$ cat src/rtl/fft_io_pkg.sv
// Shared FFT frame I/O definitions: frame size, FSM states and the pair-reversal permutation.
// Latency: n/a (types, constants and a pure combinational function).
// Backpressure: n/a.
package fft_io_pkg;

    localparam int N_WORDS = 64;
    localparam int IDX_W   = 6;

    typedef enum logic [0:0] {
        FILL = 1'b0,
        FULL = 1'b1
    } state_e;

    // Pair-reversal permutation shared with the readout mux. Pair number p = k[5:1]
    // maps to (32 - p) mod 32, and the low bit stays in place. The map is an
    // involution, so the loader and the readout mux both use this one function.
    function automatic logic [IDX_W-1:0] perm_idx(input logic [IDX_W-1:0] k);
        logic [IDX_W-2:0] p_rev;
        p_rev = '0 - k[IDX_W-1:1];
        return {p_rev, k[0]};
    endfunction

endpackage

$ cat src/rtl/fft_perm_idx.sv
// Maps a 6-bit stream index to its bank entry through the shared pair-reversal permutation.
// Latency: purely combinational, zero cycles.
// Backpressure: none, no handshake.
module fft_perm_idx
    import fft_io_pkg::*;
(
    input  logic [IDX_W-1:0] k_i,
    output logic [IDX_W-1:0] idx_o
);

    assign idx_o = perm_idx(k_i);

endmodule

$ cat src/rtl/frame_loader64.sv
// Loads a 64-word stream into a register bank in pair-reversed order and holds the frame until it is acked.
// Latency: an accepted word is visible on bank one cycle later. frame_valid rises after word 63 is accepted.
// Backpressure: in_ready is low while a complete frame is held. It comes from registered state only.
module frame_loader64
    import fft_io_pkg::*;
#(
    parameter int DATA_LENGTH = 8
) (
    input  logic                           clk,
    input  logic                           rst,
    input  logic [DATA_LENGTH-1:0]         in_data,
    input  logic                           in_valid,
    input  logic                           in_sof,
    output logic                           in_ready,
    output logic [N_WORDS*DATA_LENGTH-1:0] bank,
    output logic                           frame_valid,
    input  logic                           frame_ack,
    output logic                           sof_err
);

    localparam logic [IDX_W-1:0] CNT_ONE  = IDX_W'(1);
    localparam logic [IDX_W-1:0] CNT_LAST = IDX_W'(N_WORDS - 1);

    state_e                  state_q, state_d;
    logic [IDX_W-1:0]        wr_cnt_q, wr_cnt_d;
    logic                    sof_err_q, sof_err_d;
    logic [DATA_LENGTH-1:0]  bank_q [N_WORDS];

    logic                    accept;
    logic [IDX_W-1:0]        wr_idx;
    logic [IDX_W-1:0]        wr_entry;

    assign in_ready    = (state_q == FILL);
    assign frame_valid = (state_q == FULL);
    assign sof_err     = sof_err_q;
    assign accept      = in_valid && in_ready;

    // An SOF word always takes stream index 0, whatever the counter holds.
    assign wr_idx = in_sof ? '0 : wr_cnt_q;

    fft_perm_idx u_perm (
        .k_i   (wr_idx),
        .idx_o (wr_entry)
    );

    // Next state: count accepted words, resync on SOF, and hold a full frame until it is acked.
    always_comb begin
        state_d   = state_q;
        wr_cnt_d  = wr_cnt_q;
        sof_err_d = 1'b0;
        if (accept) begin
            if (in_sof) begin
                // A resync on the last index takes priority over frame completion.
                wr_cnt_d  = CNT_ONE;
                sof_err_d = (wr_cnt_q != '0);
            end else begin
                wr_cnt_d = wr_cnt_q + CNT_ONE;
                if (wr_cnt_q == CNT_LAST) begin
                    state_d = FULL;
                end
            end
        end else if ((state_q == FULL) && frame_ack) begin
            state_d = FILL;
        end
    end

    // Control registers: FSM state, write counter and the registered SOF error pulse.
    always_ff @(posedge clk or posedge rst) begin
        if (rst) begin
            state_q   <= FILL;
            wr_cnt_q  <= '0;
            sof_err_q <= 1'b0;
        end else begin
            state_q   <= state_d;
            wr_cnt_q  <= wr_cnt_d;
            sof_err_q <= sof_err_d;
        end
    end

    // Bank storage: only the decoded entry is written. Partial frames are left in place on resync.
    always_ff @(posedge clk or posedge rst) begin
        if (rst) begin
            for (int e = 0; e < N_WORDS; e++) begin
                bank_q[e] <= '0;
            end
        end else if (accept) begin
            bank_q[wr_entry] <= in_data;
        end
    end

    for (genvar e = 0; e < N_WORDS; e++) begin : g_bank
        assign bank[e*DATA_LENGTH +: DATA_LENGTH] = bank_q[e];
    end

endmodule

$ cat config.mk
export PLATFORM = sky130hd
export DESIGN_NAME = frame_loader64
export DESIGN_NICKNAME = d
export VERILOG_FILES = /design/src/rtl/fft_io_pkg.sv /design/src/rtl/fft_perm_idx.sv /design/src/rtl/frame_loader64.sv
export SDC_FILE = /design/constraint.sdc
export NUM_CORES = 1
export LEC_CHECK = 0
export CORE_ASPECT_RATIO = 1.5
export CORE_UTILIZATION = 40
export CTS_CLUSTER_SIZE = 12
export DETAILED_ROUTE_END_ITERATION = 6
export PLACE_DENSITY = 0.66
export SYNTH_ARGS = -nofsm -noshare
export SYNTH_HDL_FRONTEND = slang
export SYNTH_SLANG_ARGS = --single-unit
$ cat constraint.sdc
create_clock -name clk -period 30.3 [get_ports clk]
set_input_delay 7.575 -clock clk [delete_from_list [all_inputs] [get_ports clk]]
set_output_delay 7.575 -clock clk [all_outputs]
set_load 0.02 [all_outputs]
== Yosys cells after proc, flatten, opt, wreduce, memory -nomap -nowiden ==
Cells that the tools add are included.
Widths: inputs -> output; s select.
Cells by class
  bitwise operators: 2
  multiplexer cells: 11
  $add $sub $neg: 2
  reductions and logical operators: 6
  $lt $le $gt $ge: 2
  eq/ne operators: 3
Operators by type and width (count)
  $bwmux 512: 1
  $demux 8 s6: 1
  $mux 6: 2
  $mux 8: 1
  $ge 7x7->1 const B: 1
  $lt 7x1->1 const B: 1
  $not 6->7: 1
  $add 6x1->6 const B: 1
  $eq 6x6->1 const B: 1
  $mux 1: 6
  $reduce_bool 6->1: 1
  $sub 1x5->5 const A: 1
  $logic_and 1x1->1: 3
  $reduce_and 3->1: 1
  $ne 2x1->1 const B: 1
  $ne 2x2->1 const B: 1
  $reduce_bool 2->1: 1
  $not 1->1: 1
Word-level totals
  output and inout port bits: 515
  register bits: 520
  bits of input ports: 13

== Logic depth before layout (Yosys ltp) ==
Gate-level depths: netlist (run 1).
  word-level depth: 8
  depth in mapped cells: 8
  depth with buffers taken out: 4

== Modules after synthesis ==
Synthesis (run 1) repeated with hierarchy kept, for this count alone.
Second synthesis, totals
  cell total of the unflattened synthesis: 1264
  area total of the unflattened synthesis: 20369.5 um^2
By module, submodules not included
  frame_loader64: area an instance 20285.7 um^2, instances 1, seq. area each 13012.5 um^2, cells each 1254
  fft_perm_idx: area an instance 83.8 um^2, instances 1, seq. area each 0.0 um^2, cells each 10

== Worst setup path before layout (run 1) ==
Ideal clock, no wire load.
  path kind: in2reg
  start point: in in_valid
  end point: reg bank_q, in the netlist bank[136]
  arrival time: 9.155 ns
  setup time: 0.125 ns
  required time: 30.175 ns
  path buffers: 2
  slack: 21.020 ns
  stages: 6
  cell sequence: nand2b_1 > clkbuf_1 > or4_1 > clkbuf_1 > nor3_4 > mux2_2
On the way
  cells in the longest elaborated chain, start to end: 1
RTL lines
  from (decl): RTL line frame_loader64.sv:12  | input logic in_valid,
  $logic_and 1x1->1: RTL line frame_loader64.sv:36  | assign accept = in_valid && in_ready;
  to (signal, indexed assignment): RTL line frame_loader64.sv:87  | bank_q[wr_entry] <= in_data;
  to (decl): RTL line frame_loader64.sv:27  | logic [DATA_LENGTH-1:0] bank_q [N_WORDS];
Every way passes these cells.
A chain may end at the register's enable or synchronous reset.

== Worst setup path after layout (run 1) ==
  start point: in in_sof
  end point: reg bank_q, in the netlist bank[360]
On the way
  cells in the longest elaborated chain, start to end: 8
  elaborated cells on any way between the ends: 9
  classes of those cells: add/sub: 1; order compare: 2; mux: 4; bitwise: 1; reduce/logical: 1
RTL lines
  from (decl): RTL line frame_loader64.sv:13  | input logic in_sof,
  $mux 6 (*): RTL line frame_loader64.sv:39  | assign wr_idx = in_sof ? '0 : wr_cnt_q;
  $sub 1x5->5: RTL line fft_io_pkg.sv:19  | p_rev = '0 - k[IDX_W-1:1];
  $not 6->7 (not written as such) (*): RTL line frame_loader64.sv:87
  $ge 7x7->1 (not written as such) / $lt 7x1->1 (equally long branches): RTL line frame_loader64.sv:87
  $logic_and 1x1->1 (not written as such): RTL line frame_loader64.sv:87
  $mux 8 (not written as such): RTL line frame_loader64.sv:87
  $demux 8 s6 (*): RTL line frame_loader64.sv:87
  $bwmux 512 (*): RTL line frame_loader64.sv:87
Every way passes the cells marked *; elsewhere a longest branch is shown, timed or not.

==> results of run 1 <==
-- flip-flops by register name (all words and copies together) (netlist names) --
register / count
wr_cnt_q: 6
sof_err: 1
frame_valid: 1
bank: 512
-- where the power goes --
part	total, mW	switching [mW]	internal, mW
logic	0.393	0.206	0.187
registers	0.813	0.0441	0.769
clock network	0.579	0.253	0.327
-- stage by stage --
step	setup WS (ns)	area, µm²	util [%]	instances
floorplan	8.198	20100	-	1255
global placement	19.36	25950	52.25	2379
detailed placement	19.35	25950	52.25	2379
CTS	19.95	27400	55.16	2447
global route	19.56	27400	55.16	2447
finish	20.04	27400	55.16	2447
-- worst max-delay path, delay by kind of cell --
family,cells,cell delay [ns]
AND/OR/NAND/NOR,3,1.84
multiplexers,1,0.41
buffers and inverters,1,0.85
-- layout by cell type, fill, tap and decap left out, drive strengths merged, types with 2 or more instances in the layout --
cell type / Yosys / layout
clkinv: 0 / 4
and2: 2 / 2
nor4: 7 / 7
nor2: 22 / 22
nand3: 11 / 11
or3: 2 / 2
dfrtp: 520 / 520
or4b: 2 / 2
nand2b: 8 / 8
clkbuf: 58 / 63
o21ai: 5 / 5
or2: 3 / 3
or4: 3 / 3
ha: 2 / 2
o21a: 2 / 2
nor3: 10 / 10
mux2: 512 / 512
nand4: 2 / 2
nor2b: 5 / 5
nand2: 33 / 33
inv: 4 / 4
xor2: 3 / 3
clkdlybuf4s50: 0 / 519
buf: 28 / 28
-- logic make-up (layout without fill, tap and decap cells) --
family                     count (synthesis)  in the layout
xor gates and xnor gates                   4              4
adders and majority gates                  2              2
DFF                                      520            520
and+or+nand+nor                          114            114
AOI/OAI and AO/OA                         13             13
muxes                                    512            512
buffers and inverters                     90            619
-- final timing paths --
kind / depth (start not counted) / to / startpoint
max: 5 / bank[360] / in_sof
min: 1 / bank[323] / bank[323]
max reg2reg: 4 / bank[192] / wr_cnt_q[2]
min reg2reg: 1 / bank[323] / bank[323]
max in group asynchronous: 4 / bank[479] / rst
min in group asynchronous: 2 / bank[95] / rst
-- routing by layer --
| metal | vias to the layer above | track usage (%) | share of wire [%] |
|---|---|---|---|
| li1 | 5406 | - | - |
| met1 | 6562 | 28.04 | 37 |
| met2 | 378 | 43.80 | 53 |
| met3 | 111 | 5.163 | 5.7 |
| met4 | 0 | 9.684 | 4.0 |
| met5 | - | 0 | 0 |
-- cell type report --
class / count / area, µm²
clock buffers: 63 / 1394
clock inverters: 5 / 53.80
fillers: 4145 / 22270
inverters: 4 / 22.52
multi-input cells: 645 / 6704
flip-flops and latches: 520 / 13010
well taps: 663 / 829.5
repair buffers: 547 / 5385
-- synth_stat cells, drive strengths merged, types with 3 or more instances --
cell type	number	share of area, %
nand2	33	0.62
mux2	512	29
nor4	7	0.54
nand2b	8	0.25
xor2	3	0.13
nor2b	5	0.16
o21ai	5	0.12
nand3	11	0.27
or2	3	0.093
clkbuf	58	1.1
nor3	10	0.52
buf	28	0.74
dfrtp	520	65
inv	4	0.075
nor2	22	0.71
or4	3	0.13
==> impl_metrics.csv, run 1 <==
group,metric,value,unit
job,timing.max_cap.violations,0,
cts,clkSinkCount,520,
detailed_routing,drc,0,
cts,cts_made_buffers,51,
cts,cts_hold_buf,0,
synth,synth_compound_area_share,0.4607,%
critical_path,r2r_setup_slack,27.20,ns
outcome,status,"finished clean",
floorplanning,core,49670,µm²
cts,htree_levels,2,
synth,yosysWarnings,0,
synth,ys_seq_area_share,64.75,%
global_route,grtUsageTotal,24.46,%
global_route,grt_pass1_vias,13360,
critical_path,arrival,10.70,ns
detailed_routing,vias,12460,
global_route,grt_pass1_wl,91.47,mm
power,p_leak,12.91,nW
critical_path,max_stage_delay,0.85,ns
global_route,antenna_found_initial,0,
synth,syn-num-nets,1270,
critical_path,worstPathRequired,30.74,ns
cts,cts_setup_buffers,0,
cts,path_clk_slew,0.06,ns
placed_design,dp_hpwl,40.90,mm
synth,synthCells,1255,
synth,synthAdderAreaFrac,0.1245,%
floorplanning,die_area,51160,µm²
global_route,grt_max_degree,145,
critical_path,cp-start-kind,"input pin",
placed_design,port_buffers,527,
detailed_routing,drt-wirelength-per-cell,25.18,µm
synth,synth_xor_area_share,0.1743,%
power,peakVddDrop,40.21,µV
sta,worstMarginPinSlew,1.076,ns
global_route,grt-ovfl-total,0,
sta,fmax,0.09747,GHz
synth,synth_top_family_by_area,"multiplexers",
sta,finalHoldViolCount,0,
critical_path,path_cells,"clkdlybuf4s50_1 > nand4bb_1 > nor2_1 > nand2_1 > mux2_2",
detailed_routing,drt_first_pass_iters,4,
synth,ys_seq_elements,520,
detailed_routing,antenna_left,0,
sta,final_max_slew_viol_count,0,
sta,min_period,10.26,ns
synth,synthArstFlopShare,100.0,%
final_layout,nets,1784,
cts,cts_resized,0,
floorplanning,die_y,276.5,µm
sta,fin_crit_sh,33.86,%
critical_path,crit_fanout,21,
detailed_routing,via_per_inst,5.091,
floorplanning,die_w,185.0,µm
power,power,1.786,mW
critical_path,crit_type,"in -> reg",
sta,tns,0,ns
cts,cts_root_buffer,"clkbuf_16",
sta,whs,0.4841,ns
cts,cts_tree,"done",
floorplanning,ios,528,
cts,insertion_delay,0.56,ns
synth,synthSimpleGateAreaFrac,3.760,%
synth,muxShareOfSynthArea,28.84,%
cts,clock_path_buffers,3,
sta,slew_headroom,28.25,%
floorplanning,rows,100,
critical_path,worst_setup_path_end_kind,"register",
sta,setup_viol_count_final,0,
detailed_routing,wirelength,61.62,mm
final_layout,final_layout_size_suffix_gt1_share,34.81,%
placed_design,finalWeightedCongestion,0.8030,
power,p_per_area,65.17,nW/µm²
sta,fin_skew,0.01493,ns
min_path,hold_class,"reg -> reg",
synth,synth_edf_count,0,
synth,synth-main-ff-cell,"dfrtp_1",
sta,grt_setup_unrepaired,"no",
final_layout,syn_to_final_growth,36.34,%
synth,synth_area_per_cell,16.01,µm²
synth,syn_area,20100,µm²
critical_path,cp_slowest_cell,"clkdlybuf4s50_1",
synth,ys_types,46,
floorplanning,start_util,40.46,%
final_layout,diodes,0,
detailed_routing,drtIter0Drc,518,
Power figures use the tool's default switching activity.
==> run 2: changes to the inputs <==
PLACE_DENSITY = 0.68   (was 0.66)
clock period = 8.5 ns   (was 30.3 ns; I/O delays follow)
==> run 2 against run 1 <==
Net effect:
- core utilization up 0.053 points
- cell count rose by 0.20%
- global-route usage rose by 0.17 points
- non-clock buffer count fell by 1
- sequential power grew to 3.6 times the previous value
==> impl_metrics.csv, run 2 (synthesis gave the netlist of run 1 again) <==
group,metric,value,unit
outcome,status,"finished clean",
critical_path,cp_slowest_cell,"clkdlybuf4s50_1",
global_route,grt_max_degree,176,
critical_path,cp-start-kind,"input pin",
final_layout,nets,1784,
cts,htree_levels,2,
sta,finalHoldViolCount,0,
sta,tns,0,ns
final_layout,fill_cells,4180,
power,p_sw_share,28.44,%
final_layout,final_layout_size_suffix_gt1_share,34.73,%
critical_path,worstPathRequired,8.96,ns
critical_path,crit_fanout,21,
cts,insertion_delay,0.58,ns
floorplanning,die_w,185.0,µm
detailed_routing,via_per_inst,5.128,
critical_path,worst_setup_path_end_kind,"register",
power,peakVddDrop,188.2,µV
sta,fin_crit_sh,57.17,%
critical_path,crit_type,"in -> reg",
detailed_routing,wirelength,62.10,mm
job,timing.max_cap.violations,0,
cts,cts_made_buffers,52,
final_layout,layout_common_cells,"520 x dfrtp_1, 519 x clkdlybuf4s50_1, 492 x mux2_2, 53 x clkbuf_16, 33 x nand2_1",
global_route,grtUsageTotal,24.63,%
floorplanning,core,49670,µm²
final_layout,syn_to_final_growth,36.47,%
final_layout,largest_reg_flops,512,
placed_design,finalWeightedCongestion,0.8187,
floorplanning,rows,100,
power,power.switching,1.813,mW
floorplanning,die_y,276.5,µm
detailed_routing,drt_first_pass_iters,4,
placed_design,port_buffers,527,
cts,cts_root_buffer,"clkbuf_16",
global_route,grt_pass1_wl,91.69,mm
critical_path,max_stage_delay,0.85,ns
global_route,antenna_found_initial,1,
power,pwr-share-clk,32.6,%
sta,fin_skew,0.01587,ns
critical_path,path_delay_family,"simple AND/OR/NAND/NOR gates",
power,p_leak,12.91,nW
sta,slew_headroom,31.99,%
detailed_routing,antenna_left,0,
cts,path_clk_slew,0.06,ns
power,p_per_area,232.4,nW/µm²
placed_design,place_inst,2378,
sta,final_max_slew_viol_count,0,
final_layout,post-route-util,55.22,%
sta,worstMarginPinSlew,1.020,ns
power,p_comb_share,21.9,%
power,pwr-share-seq,45.5,%
placed_design,dp_hpwl,41.25,mm
cts,cts_hold_buf,0,
sta,grt_setup_unrepaired,"no",
critical_path,critPathBufInv,1,
sta,setup_viol_count_final,0,
floorplanning,start_util,40.46,%
global_route,grt_pass1_vias,13510,
critical_path,path_cells,"clkdlybuf4s50_1 > nand4bb_1 > nor2_1 > nand3_1 > mux2_2",
floorplanning,ios,528,
cts,cts_resized,0,
cts,cts_setup_buffers,0,
detailed_routing,drc,0,
cts,clock_path_buffers,3,
sta,min_period,4.860,ns
final_layout,final-instance-count-excl-fill,2452,
detailed_routing,vias,12580,
final_layout,final_common_cell,"dfrtp_1",
floorplanning,die_area,51160,µm²
cts,cts_tree,"done",
detailed_routing,drt-wirelength-per-cell,25.32,µm
cts,clkSinkCount,520,
sta,fmax,0.2058,GHz
min_path,hold_class,"reg -> reg",
power,power.internal,4.562,mW
critical_path,arrival,5.32,ns
global_route,grt-ovfl-total,0,
detailed_routing,drtIter0Drc,422,
[run 2: cell type report]
type / instances / area (µm²) / area share (%)
sequential: 520 / 13010 / 47.44
tap: 663 / 829.5 / 3.024
inverter: 4 / 18.77 / 0.06843
timing repair buffer: 546 / 5403 / 19.70
clock buffer: 68 / 1423 / 5.187
antenna: 1 / 2.502 / 0.009124
clock inverter: 5 / 35.03 / 0.1277
multi-input combinational: 645 / 6704 / 24.44
[run 2: power groups by stage]
stage               registers, mW  clock network, mW  logic (mW)
global route                 2.93               2.21        1.47
floorplan                    3.24                  0       0.397
global placement             2.93                  0        1.40
CTS                          2.90               2.13        1.42
detailed placement           2.94                  0        1.42
finish                       2.90               2.08        1.40
[run 2: worst paths after layout]
kind	start	endpoint	depth (start not counted)	slack [ns]
worst max-delay path	in_sof	bank[400]	5	3.64
worst min register to register	bank[482]	bank[482]	1	0.48
worst min-delay path	bank[482]	bank[482]	1	0.48
max in group asynchronous	rst	bank[230]	4	4.88
min in group asynchronous	rst	bank[5]	3	2.14
worst max register to register	wr_cnt_q[2]	bank[400]	4	5.43
[run 2: per-layer routing]
metal / global-route usage (%) / vias to the layer above / part of all wire, %
met3: 5.769 / 162 / 6.0
met2: 42.44 / 428 / 51
li1: - / 5411 / -
met4: 13.82 / 0 / 6.0
met1: 27.68 / 6574 / 37
met5: 0 / - / 0
[run 2: stage by stage]
step	hold WS, ns	power [mW]	setup slack, ns	instance area, µm²
after floorplan	0.6095	3.636	-0.6892	20100
after global placement	0.4663	4.329	3.006	25970
after detailed placement	0.4737	4.361	2.934	25970
after CTS	0.4870	6.453	3.544	27430
after global routing	0.5033	6.617	3.369	27430
final	0.4812	6.375	3.640	27430
[run 2: worst reg2reg max path, delay by kind of cell (launching register included)]
kind,cells,cell delay [ns]
flip-flops,1,0.78
AND/OR/NAND/NOR,3,1.70
multiplexers,1,0.47
